### src/rtl/mult_hilo_ctrl.sv
// Multiply sequencer and HI/LO register owner: launches the iterative multiplier,
// captures its 2*WIDTH product, services HI/LO moves and stalls the front end.
module mult_hilo_ctrl #(
  parameter int WIDTH   = 32,
  parameter int TIMEOUT = 64
) (
  input  logic               clk,
  input  logic               reset,
  input  logic               mult_e,
  input  logic               mult_sign_e,
  input  logic               mfhi_d,
  input  logic               mflo_d,
  input  logic               mthi_d,
  input  logic               mtlo_d,
  input  logic               mthi_w,
  input  logic               mtlo_w,
  input  logic [WIDTH-1:0]   wdata_w,
  input  logic               mult_ready,
  input  logic               mult_done,
  input  logic [2*WIDTH-1:0] product,
  output logic               start_mult,
  output logic               mult_sign,
  output logic [WIDTH-1:0]   hi,
  output logic [WIDTH-1:0]   lo,
  output logic               stall_mult,
  output logic               busy,
  output logic               timeout_err
);

  localparam int CW = $clog2(TIMEOUT + 1);
  localparam logic [CW-1:0] LAST_COUNT = CW'(TIMEOUT - 1);

  typedef enum logic [1:0] {
    IDLE     = 2'd0,
    WAIT_RDY = 2'd1,
    BUSY     = 2'd2
  } state_t;

  state_t            state_r, state_s;
  logic [CW-1:0]     count_r, count_s;
  logic [WIDTH-1:0]  hi_r, hi_s;
  logic [WIDTH-1:0]  lo_r, lo_s;
  logic              mult_sign_r, mult_sign_nxt_s;
  logic              timeout_err_r, timeout_err_s;
  logic              start_s;
  logic              stall_s;
  logic              sign_out_s;
  logic              hilo_req_s;

  // Next-state, HI/LO write selection, start pulse and stall generation
  always_comb begin
    state_s         = state_r;
    count_s         = count_r;
    mult_sign_nxt_s = mult_sign_r;
    timeout_err_s   = timeout_err_r;
    start_s         = 1'b0;
    stall_s         = 1'b0;
    sign_out_s      = mult_sign_r;
    hilo_req_s      = mfhi_d | mflo_d | mthi_d | mtlo_d | mult_e;

    if (mthi_w) begin
      hi_s = wdata_w;
    end else begin
      hi_s = hi_r;
    end
    if (mtlo_w) begin
      lo_s = wdata_w;
    end else begin
      lo_s = lo_r;
    end

    case (state_r)
      IDLE: begin
        if (mult_e) begin
          if (mult_ready) begin
            // Present the new signedness alongside the start pulse
            start_s         = 1'b1;
            sign_out_s      = mult_sign_e;
            mult_sign_nxt_s = mult_sign_e;
            count_s         = '0;
            state_s         = BUSY;
          end else begin
            stall_s = 1'b1;
            state_s = WAIT_RDY;
          end
        end else begin
          state_s = IDLE;
        end
      end
      WAIT_RDY: begin
        stall_s    = 1'b1;
        sign_out_s = mult_sign_e;
        if (mult_ready) begin
          start_s         = 1'b1;
          mult_sign_nxt_s = mult_sign_e;
          count_s         = '0;
          state_s         = BUSY;
        end else begin
          state_s = WAIT_RDY;
        end
      end
      BUSY: begin
        stall_s = hilo_req_s;
        count_s = count_r + CW'(1);
        // Completion beats both a late MTHI/MTLO and the timeout point
        if (mult_done) begin
          hi_s    = product[2*WIDTH-1:WIDTH];
          lo_s    = product[WIDTH-1:0];
          state_s = IDLE;
        end else if (count_r == LAST_COUNT) begin
          timeout_err_s = 1'b1;
          state_s       = IDLE;
        end else begin
          state_s = BUSY;
        end
      end
      default: begin
        state_s = IDLE;
      end
    endcase
  end

  // State, counter, signedness, sticky error and HI/LO registers
  always_ff @(posedge clk or posedge reset) begin
    if (reset) begin
      state_r       <= IDLE;
      count_r       <= '0;
      hi_r          <= '0;
      lo_r          <= '0;
      mult_sign_r   <= 1'b0;
      timeout_err_r <= 1'b0;
    end else begin
      state_r       <= state_s;
      count_r       <= count_s;
      hi_r          <= hi_s;
      lo_r          <= lo_s;
      mult_sign_r   <= mult_sign_nxt_s;
      timeout_err_r <= timeout_err_s;
    end
  end

  assign start_mult  = start_s & ~reset;
  assign stall_mult  = stall_s & ~reset;
  assign mult_sign   = sign_out_s & ~reset;
  assign busy        = (state_r != IDLE);
  assign hi          = hi_r;
  assign lo          = lo_r;
  assign timeout_err = timeout_err_r;

endmodule

### config.mk
export PLATFORM = sky130hd
export DESIGN_NAME = mult_hilo_ctrl
export DESIGN_NICKNAME = d
export VERILOG_FILES = /design/src/rtl/mult_hilo_ctrl.sv
export SDC_FILE = /design/constraint.sdc
export NUM_CORES = 1
export LEC_CHECK = 0
export CELL_PAD_IN_SITES_DETAIL_PLACEMENT = 0
export CELL_PAD_IN_SITES_GLOBAL_PLACEMENT = 2
export CORE_ASPECT_RATIO = 0.9
export CORE_MARGIN = 5
export CORE_UTILIZATION = 21
export CTS_CLUSTER_SIZE = 25
export DETAILED_ROUTE_END_ITERATION = 7
export HOLD_SLACK_MARGIN = 0.06
export MAX_ROUTING_LAYER = met4
export PLACE_DENSITY_LB_ADDON = 0.15
export SYNTH_ARGS = -nofsm -noshare
export SYNTH_HDL_FRONTEND = slang
export SYNTH_SLANG_ARGS = --single-unit
### constraint.sdc
create_clock -name clk -period 2.1 [get_ports clk]
set_clock_uncertainty 0.05 [all_clocks]
set_input_delay 0.21 -clock clk [delete_from_list [all_inputs] [get_ports clk]]
set_output_delay 0.21 -clock clk [all_outputs]
set_load 0.01 [all_outputs]
==> results of run 1 <==
==> sequential cells by signal, indices dropped and copies added (netlist names) <==
signal / count
count_r: 7
state_r: 2
hi: 32
mult_sign_r: 1
timeout_err: 1
lo: 32
==> what timing repair did <==
item	4_1_cts	5_1_grt
buffers inserted	0	0
setup endpoints to repair	1	3
hold buffers	0	0
endpoints found under the hold margin	0	0
resized for setup	1	3
==> kinds of logic after synthesis <==
group	after synthesis
AOI/OAI and AO/OA	83
adders and majority gates	1
buffers and inverters	24
DFF	75
muxes	67
and+or+nand+nor	93
==> worst register-to-register path, cell delays in order (launching register included) <==
cell and delay, ns:
dfrtp_1 0.46, nor2b_4 0.23, nand2_4 0.22, buf_4 0.28, nor2_1 0.12, a21oi_1 0.05
==> stage by stage <==
step	std cells	util, %
floorplan	343	-
global placement	718	33.1
detailed placement	718	33.1
CTS	734	35.1
global route	734	35.1
finish	734	35.1
==> synthesized netlist by cell type <==
| cell | instances | share of area [%] |
|---|---|---|
| o21ai_0 | 9 | 1.3 |
| mux2_2 | 2 | 0.63 |
| nand2_2 | 1 | 0.17 |
| nor2b_4 | 1 | 0.38 |
| nor2_1 | 73 | 7.6 |
| a21oi_1 | 63 | 8.8 |
| o21ba_2 | 1 | 0.28 |
| buf_6 | 14 | 4.4 |
| nor2b_1 | 2 | 0.35 |
| and3_1 | 1 | 0.17 |
| or4_1 | 1 | 0.21 |
| a31oi_1 | 2 | 0.35 |
| inv_1 | 1 | 0.10 |
| nand4_1 | 1 | 0.17 |
| nand2b_1 | 1 | 0.17 |
| buf_2 | 9 | 1.3 |
| mux2i_1 | 65 | 18 |
| a21oi_2 | 4 | 0.97 |
| a21o_1 | 1 | 0.21 |
| dfrtp_1 | 75 | 52 |
| o22ai_1 | 1 | 0.17 |
| or2_2 | 1 | 0.17 |
| ha_1 | 1 | 0.35 |
| nand3_1 | 1 | 0.14 |
| nand2_1 | 10 | 1.0 |
| o31ai_1 | 2 | 0.42 |
==> worst max-delay path by stage <==
stage,start,endpoint,slack (ns),depth (start not counted)
2_1_floorplan,mflo_d,stall_mult,0.78,4
3_3_place_gp,mflo_d,stall_mult,-0.11,6
3_5_place_dp,mflo_d,stall_mult,-0.10,6
4_1_cts,state_r[0]$_DFF_PP0_,mult_sign,0.02,4
5_1_grt,mflo_d,stall_mult,-0.009,6
6_report,state_r[0]$_DFF_PP0_,mult_sign,0.09,4
==> routing by layer <==
| layer | global-route usage, % | wire, um | up-vias |
|---|---|---|---|
| met2 | 18.2 | 5350 | 98 |
| met5 | - | 0 | - |
| met4 | 3.54 | 148 | 0 |
| met1 | 15.5 | 5370 | 1438 |
| li1 | - | - | 1533 |
| met3 | 3.82 | 714 | 9 |
==> power by group through the flow <==
| stage | clock (uW) | sequential [uW] | combinational, uW |
|---|---|---|---|
| final | 1700 | 1870 | 1430 |
| after CTS | 1780 | 1870 | 1460 |
| after global placement | 0 | 1890 | 1460 |
| after floorplan | 0 | 1990 | 508 |
| after detailed placement | 0 | 1890 | 1460 |
| after global routing | 1840 | 1910 | 1560 |
==> layout make-up <==
type | count | area, sq um
Clock buffer | 12 | 256
Multi-Input combinational cell | 244 | 1520
Fill cell | 1705 | 10900
Clock inverter | 4 | 72.6
Tap cell | 211 | 264
Inverter | 1 | 7.51
Timing Repair Buffer | 187 | 1910
Sequential cell | 75 | 1880
==> run summary, run 1 <==
average size of a mapped cell -> 10.5 sq um
largest net degree at the start of global routing -> 76
most common cell after layout, fill and taps aside -> clkdlybuf4s50_1
number of max-cap violations -> 0
worst stage delay on the critical path -> 0.55 ns
peak supply drop -> 378 uV
Netlist cell types -> 26
Internal Power -> 3650 uW
clk_lat worst skew -> 0.33 ns
All-Layer GR Usage -> 12.0%
Synth Area in Adders -> 0.348%
Row Count -> 45
Buf+Inv Stages, Crit Path -> 1
PwrDens -> 845 nW/um^2
Design Power -> 5000 uW
Synth Area in Compound Gates -> 12.4%
largest family of logic cells by synthesized area -> multiplexers
Fin. Hold Viols -> 0
worst r2r path cells -> 5
worst slack, placed -> -0.100 ns
post-synthesis mux area share -> 18.7%
DRC -> 0
Crit path max-delay family -> buffers and inverters
CTS tree -> yes
combinational share of power -> 28.6%
Clock Pin Slew Worst Setup and Hold Paths -> 0.06 ns
Setup CP Type -> flop to primary output
CP required -> 1.84 ns
DP HPWL -> 8.37 mm
CP max-delay cell -> clkdlybuf4s50_1
Initial Util -> 21.4%
Area Growth Syn to Fin -> 64.3%
Crit Reg-Reg Endpoint -> hi[8]$_DFF_PP0_
CTS Sinks -> 75
worst-margin pin slew -> 0.491 ns
XOR/XNOR Fraction of Synth Area -> 0%
DRT Pass-1 Iters -> 4
Hold Slack -> 0.352 ns
crit-path cells -> a21oi_2 > o21ai_0 > a21oi_1 > clkdlybuf4s50_1
post-route ant nets -> 0
share of the yosys chip area belonging to registers -> 52.2%
Setup violations, final -> 0
Clk pwr share -> 34.1%
Arr. time, crit path -> 1.75 ns
class of the worst hold path -> input port to asynchronous set/reset pin
Static Leak -> 0.00257 uW
switching share of power -> 27.0%
setup_tns -> 0 ns
DR vias/cell -> 4.19
Finished Cell Area -> 5910 sq um
IO Pins -> 177
commonest cells after routing, fill and taps aside -> clkdlybuf4s50_1 (172), dfrtp_1 (74), nor2_1 (73)
min Tclk post-route -> 2.01 ns
CP max FO -> 6
WL per Instance -> 15.8 um
Slew Viols, Final -> 0
Syn Std Cell Area -> 3600 sq um
core area -> 16800 sq um
setup ws final -> 0.0941 ns
placed inst area -> 5580 sq um
switching power -> 1350 uW
maximum clock frequency -> 499 MHz
setup slack, reg-to-reg -> 0.57 ns
Yosys warnings -> 0
Root Buffer -> clkbuf_16
die area -> 19900 sq um
syn nets -> 452
vias in the first global route -> 3194
RePlAce Congestion -> 0.724
total congestion overflow -> 0
Synth Area in Simple Gates -> 10.6%
final net count -> 627
initial antenna violation count -> 0
ant diodes -> 0
CP endpoint kind -> primary output
vias -> 3078
RSZ-0062 raised after global routing -> yes
layout cell share with drive strength beyond 1 -> 7.84%
Tcrit/Tclk final -> 95.5%
die width -> 148 um
first-pass GRT wire length -> 18.2 mm
Worst slew margin -> 67.3%
r2r startpoint -> state_r[0]$_DFF_PP0_
#FFs+latches synth -> 75
startpoint types -> flop
chip height -> 134 um
share of power burned in registers -> 37.3%
H-tree depth -> 3
WL final -> 11.6 mm
Iteration-0 DRC Markers -> 140
I/O Buffers -> 176
status -> finished clean
Clock Path Buffers -> 2
CTS buffer count -> 9
Post-Synthesis Cells -> 343
(Power assumes the default switching activity.)
==> run 2: changes to the inputs <==
- CORE_UTILIZATION: 21 -> 23
- clock period: 2.1 -> 2.2 ns (I/O delays scaled with it)
==> run 2 against run 1 <==
Compared with the run above:
- flip-flop and latch count stayed put
- combinational power down 6%
- final area decreased by 1.0%
- cell count is 1.1% lower
- routed wire length decreased by 2.1%
- count of clock-buffer cells in the layout down 1
- power is 7.9% lower
- register-to-register slack got worse by 0.04 ns
- critical endpoint is now start_mult
- largest cell class unchanged
- largest power group unchanged
==> run summary, run 2 (synthesized netlist as in run 1, its figures left out) <==
vias -> 3079
CP required -> 1.93 ns
layout cell share with drive strength beyond 1 -> 7.63%
final net count -> 628
DRC -> 0
worst stage delay on the critical path -> 0.54 ns
Crit Reg-Reg Endpoint -> lo[24]$_DFF_PP0_
switching power -> 1280 uW
total congestion overflow -> 0
chip height -> 129 um
H-tree depth -> 3
Clock Path Buffers -> 2
Fin. Hold Viols -> 0
vias in the first global route -> 3222
DR vias/cell -> 4.24
commonest cells after routing, fill and taps aside -> clkdlybuf4s50_1 (173), dfrtp_1 (75), nor2_1 (73)
PwrDens -> 787 nW/um^2
IO Pins -> 177
Row Count -> 43
Initial Util -> 23.4%
Crit path max-delay family -> buffers and inverters
r2r startpoint -> state_r[1]$_DFF_PP0_
crit-path cells -> o21ba_2 > nand2_1 > nor2_1 > clkdlybuf4s50_1
worst-margin pin slew -> 0.466 ns
class of the worst hold path -> input port to asynchronous set/reset pin
CTS buffer count -> 9
CTS tree -> yes
Iteration-0 DRC Markers -> 96
most common cell after layout, fill and taps aside -> clkdlybuf4s50_1
Seq. cell area -> 1880 sq um
peak supply drop -> 529 uV
WL per Instance -> 15.6 um
core area -> 15400 sq um
Non-Filler Instances -> 726
placed inst area -> 5560 sq um
CP max-delay cell -> clkdlybuf4s50_1
switching share of power -> 27.7%
RePlAce Congestion -> 0.734
Slew Viols, Final -> 0
Internal Power -> 3330 uW
All-Layer GR Usage -> 12.8%
I/O Buffers -> 176
combinational share of power -> 29.4%
die width -> 142 um
Multi-input gate area -> 1520 sq um
Clock Pin Slew Worst Setup and Hold Paths -> 0.06 ns
initial antenna violation count -> 0
DRT Pass-1 Iters -> 4
clk_lat worst skew -> 0.34 ns
die area -> 18200 sq um
share of power burned in registers -> 38.7%
Tcrit/Tclk final -> 94.1%
Setup CP Type -> flop to primary output
Worst slew margin -> 68.9%
largest net degree at the start of global routing -> 37
Finished Cell Area -> 5850 sq um
setup slack, reg-to-reg -> 0.53 ns
Inst Count DP -> 710
worst r2r path cells -> 5
Setup violations, final -> 0
Static Leak -> 0.00254 uW
DP HPWL -> 8.48 mm
maximum clock frequency -> 483 MHz
Buf+Inv Stages, Crit Path -> 1
WL final -> 11.3 mm
CTS Hold Bufs -> 0
Arr. time, crit path -> 1.80 ns
CTS Sinks -> 75
status -> finished clean
Clk pwr share -> 31.9%
Area Growth Syn to Fin -> 62.7%
Hold Slack -> 0.222 ns
startpoint types -> flop
first-pass GRT wire length -> 17.5 mm
RSZ-0062 raised after global routing -> no
post-route ant nets -> 0
ant diodes -> 0
Root Buffer -> clkbuf_16
CP max FO -> 8
CP endpoint kind -> primary output
Fillers -> 1580
number of max-cap violations -> 0
min Tclk post-route -> 2.07 ns
## run 2: changes by cell type in the layout (fill, tap and decap cells not counted)
| cell | delta |
|---|---|
| a21oi_1 | +1 |
| clkinvlp_4 | -1 |
| dfrtp_2 | -1 |
| dfrtp_1 | +1 |
| a21oi_2 | -1 |
| clkbuf_8 | -1 |
| buf_4 | +2 |
| bufinv_16 | -1 |
| dlymetal6s2s_1 | -1 |
| clkinv_2 | +3 |
| buf_12 | -1 |
| clkdlybuf4s50_1 | +1 |
## run 2: layout make-up
type                            instances  area share, %
Sequential cell                        75           32.1
Clock inverter                          5          0.898
Tap cell                              202           4.32
Inverter                                1         0.0855
Timing Repair Buffer                  188           32.5
Multi-Input combinational cell        244           26.0
Clock buffer                           11           4.15
## run 2: how the worst max path moves through the flow
stage / from / endpoint / slack [ns] / cells past startpoint
4_1_cts: state_r[1]$_DFF_PP0_ / start_mult / 0.11 / 4
3_3_place_gp: mflo_d / stall_mult / -0.03 / 6
5_1_grt: state_r[1]$_DFF_PP0_ / start_mult / 0.03 / 4
3_5_place_dp: mfhi_d / stall_mult / -0.02 / 6
2_1_floorplan: reset / count_r[0]$_DFFE_PP0P_ / 0.02 / 1
6_report: state_r[1]$_DFF_PP0_ / start_mult / 0.13 / 4
## run 2: worst register-to-register path, delay by kind of cell, from the launching register on
kind / cells / cell delay, ns
DFF: 1 / 0.46
and+or+nand+nor: 3 / 0.68
buffers and inverters: 1 / 0.31
AOI/OAI and AO/OA: 1 / 0.05
## run 2: stage by stage
| stage | TNS [ns] | utilization, % | worst slack (ns) | power, uW |
|---|---|---|---|---|
| 3_5_place_dp | -0.0248 | 36.1 | -0.0248 | 3190 |
| 2_1_floorplan | 0 | - | 0.0200 | 2380 |
| 5_1_grt | 0 | 38.0 | 0.0273 | 4890 |
| 6_report | 0 | 38.0 | 0.130 | 4610 |
| 4_1_cts | 0 | 38.0 | 0.114 | 4700 |
| 3_3_place_gp | -0.0269 | 36.1 | -0.0269 | 3180 |
## run 2: timing repair
item                                   in CTS  in global routing
gates resized for setup                     1                  0
endpoints found under the hold margin       0                  0
buffers inserted                            0                  0
setup endpoints to repair                   1                  0
## run 2: power groups by stage
| stage | sequential (uW) | combinational, uW | clock, uW |
|---|---|---|---|
| 6_report | 1780 | 1350 | 1470 |
| 5_1_grt | 1820 | 1480 | 1600 |
| 4_1_cts | 1790 | 1380 | 1530 |
| 3_5_place_dp | 1800 | 1380 | 0 |
| 3_3_place_gp | 1800 | 1380 | 0 |
| 2_1_floorplan | 1900 | 485 | 0 |
## run 2: metal layers
| layer | wire length, um | track usage (%) | part of all wire [%] |
|---|---|---|---|
| met4 | 190 | 4.23 | 1.7 |
| met2 | 5500 | 20.5 | 48 |
| met1 | 4920 | 15.2 | 43 |
| met3 | 729 | 4.24 | 6.4 |
| met5 | 0 | - | 0 |
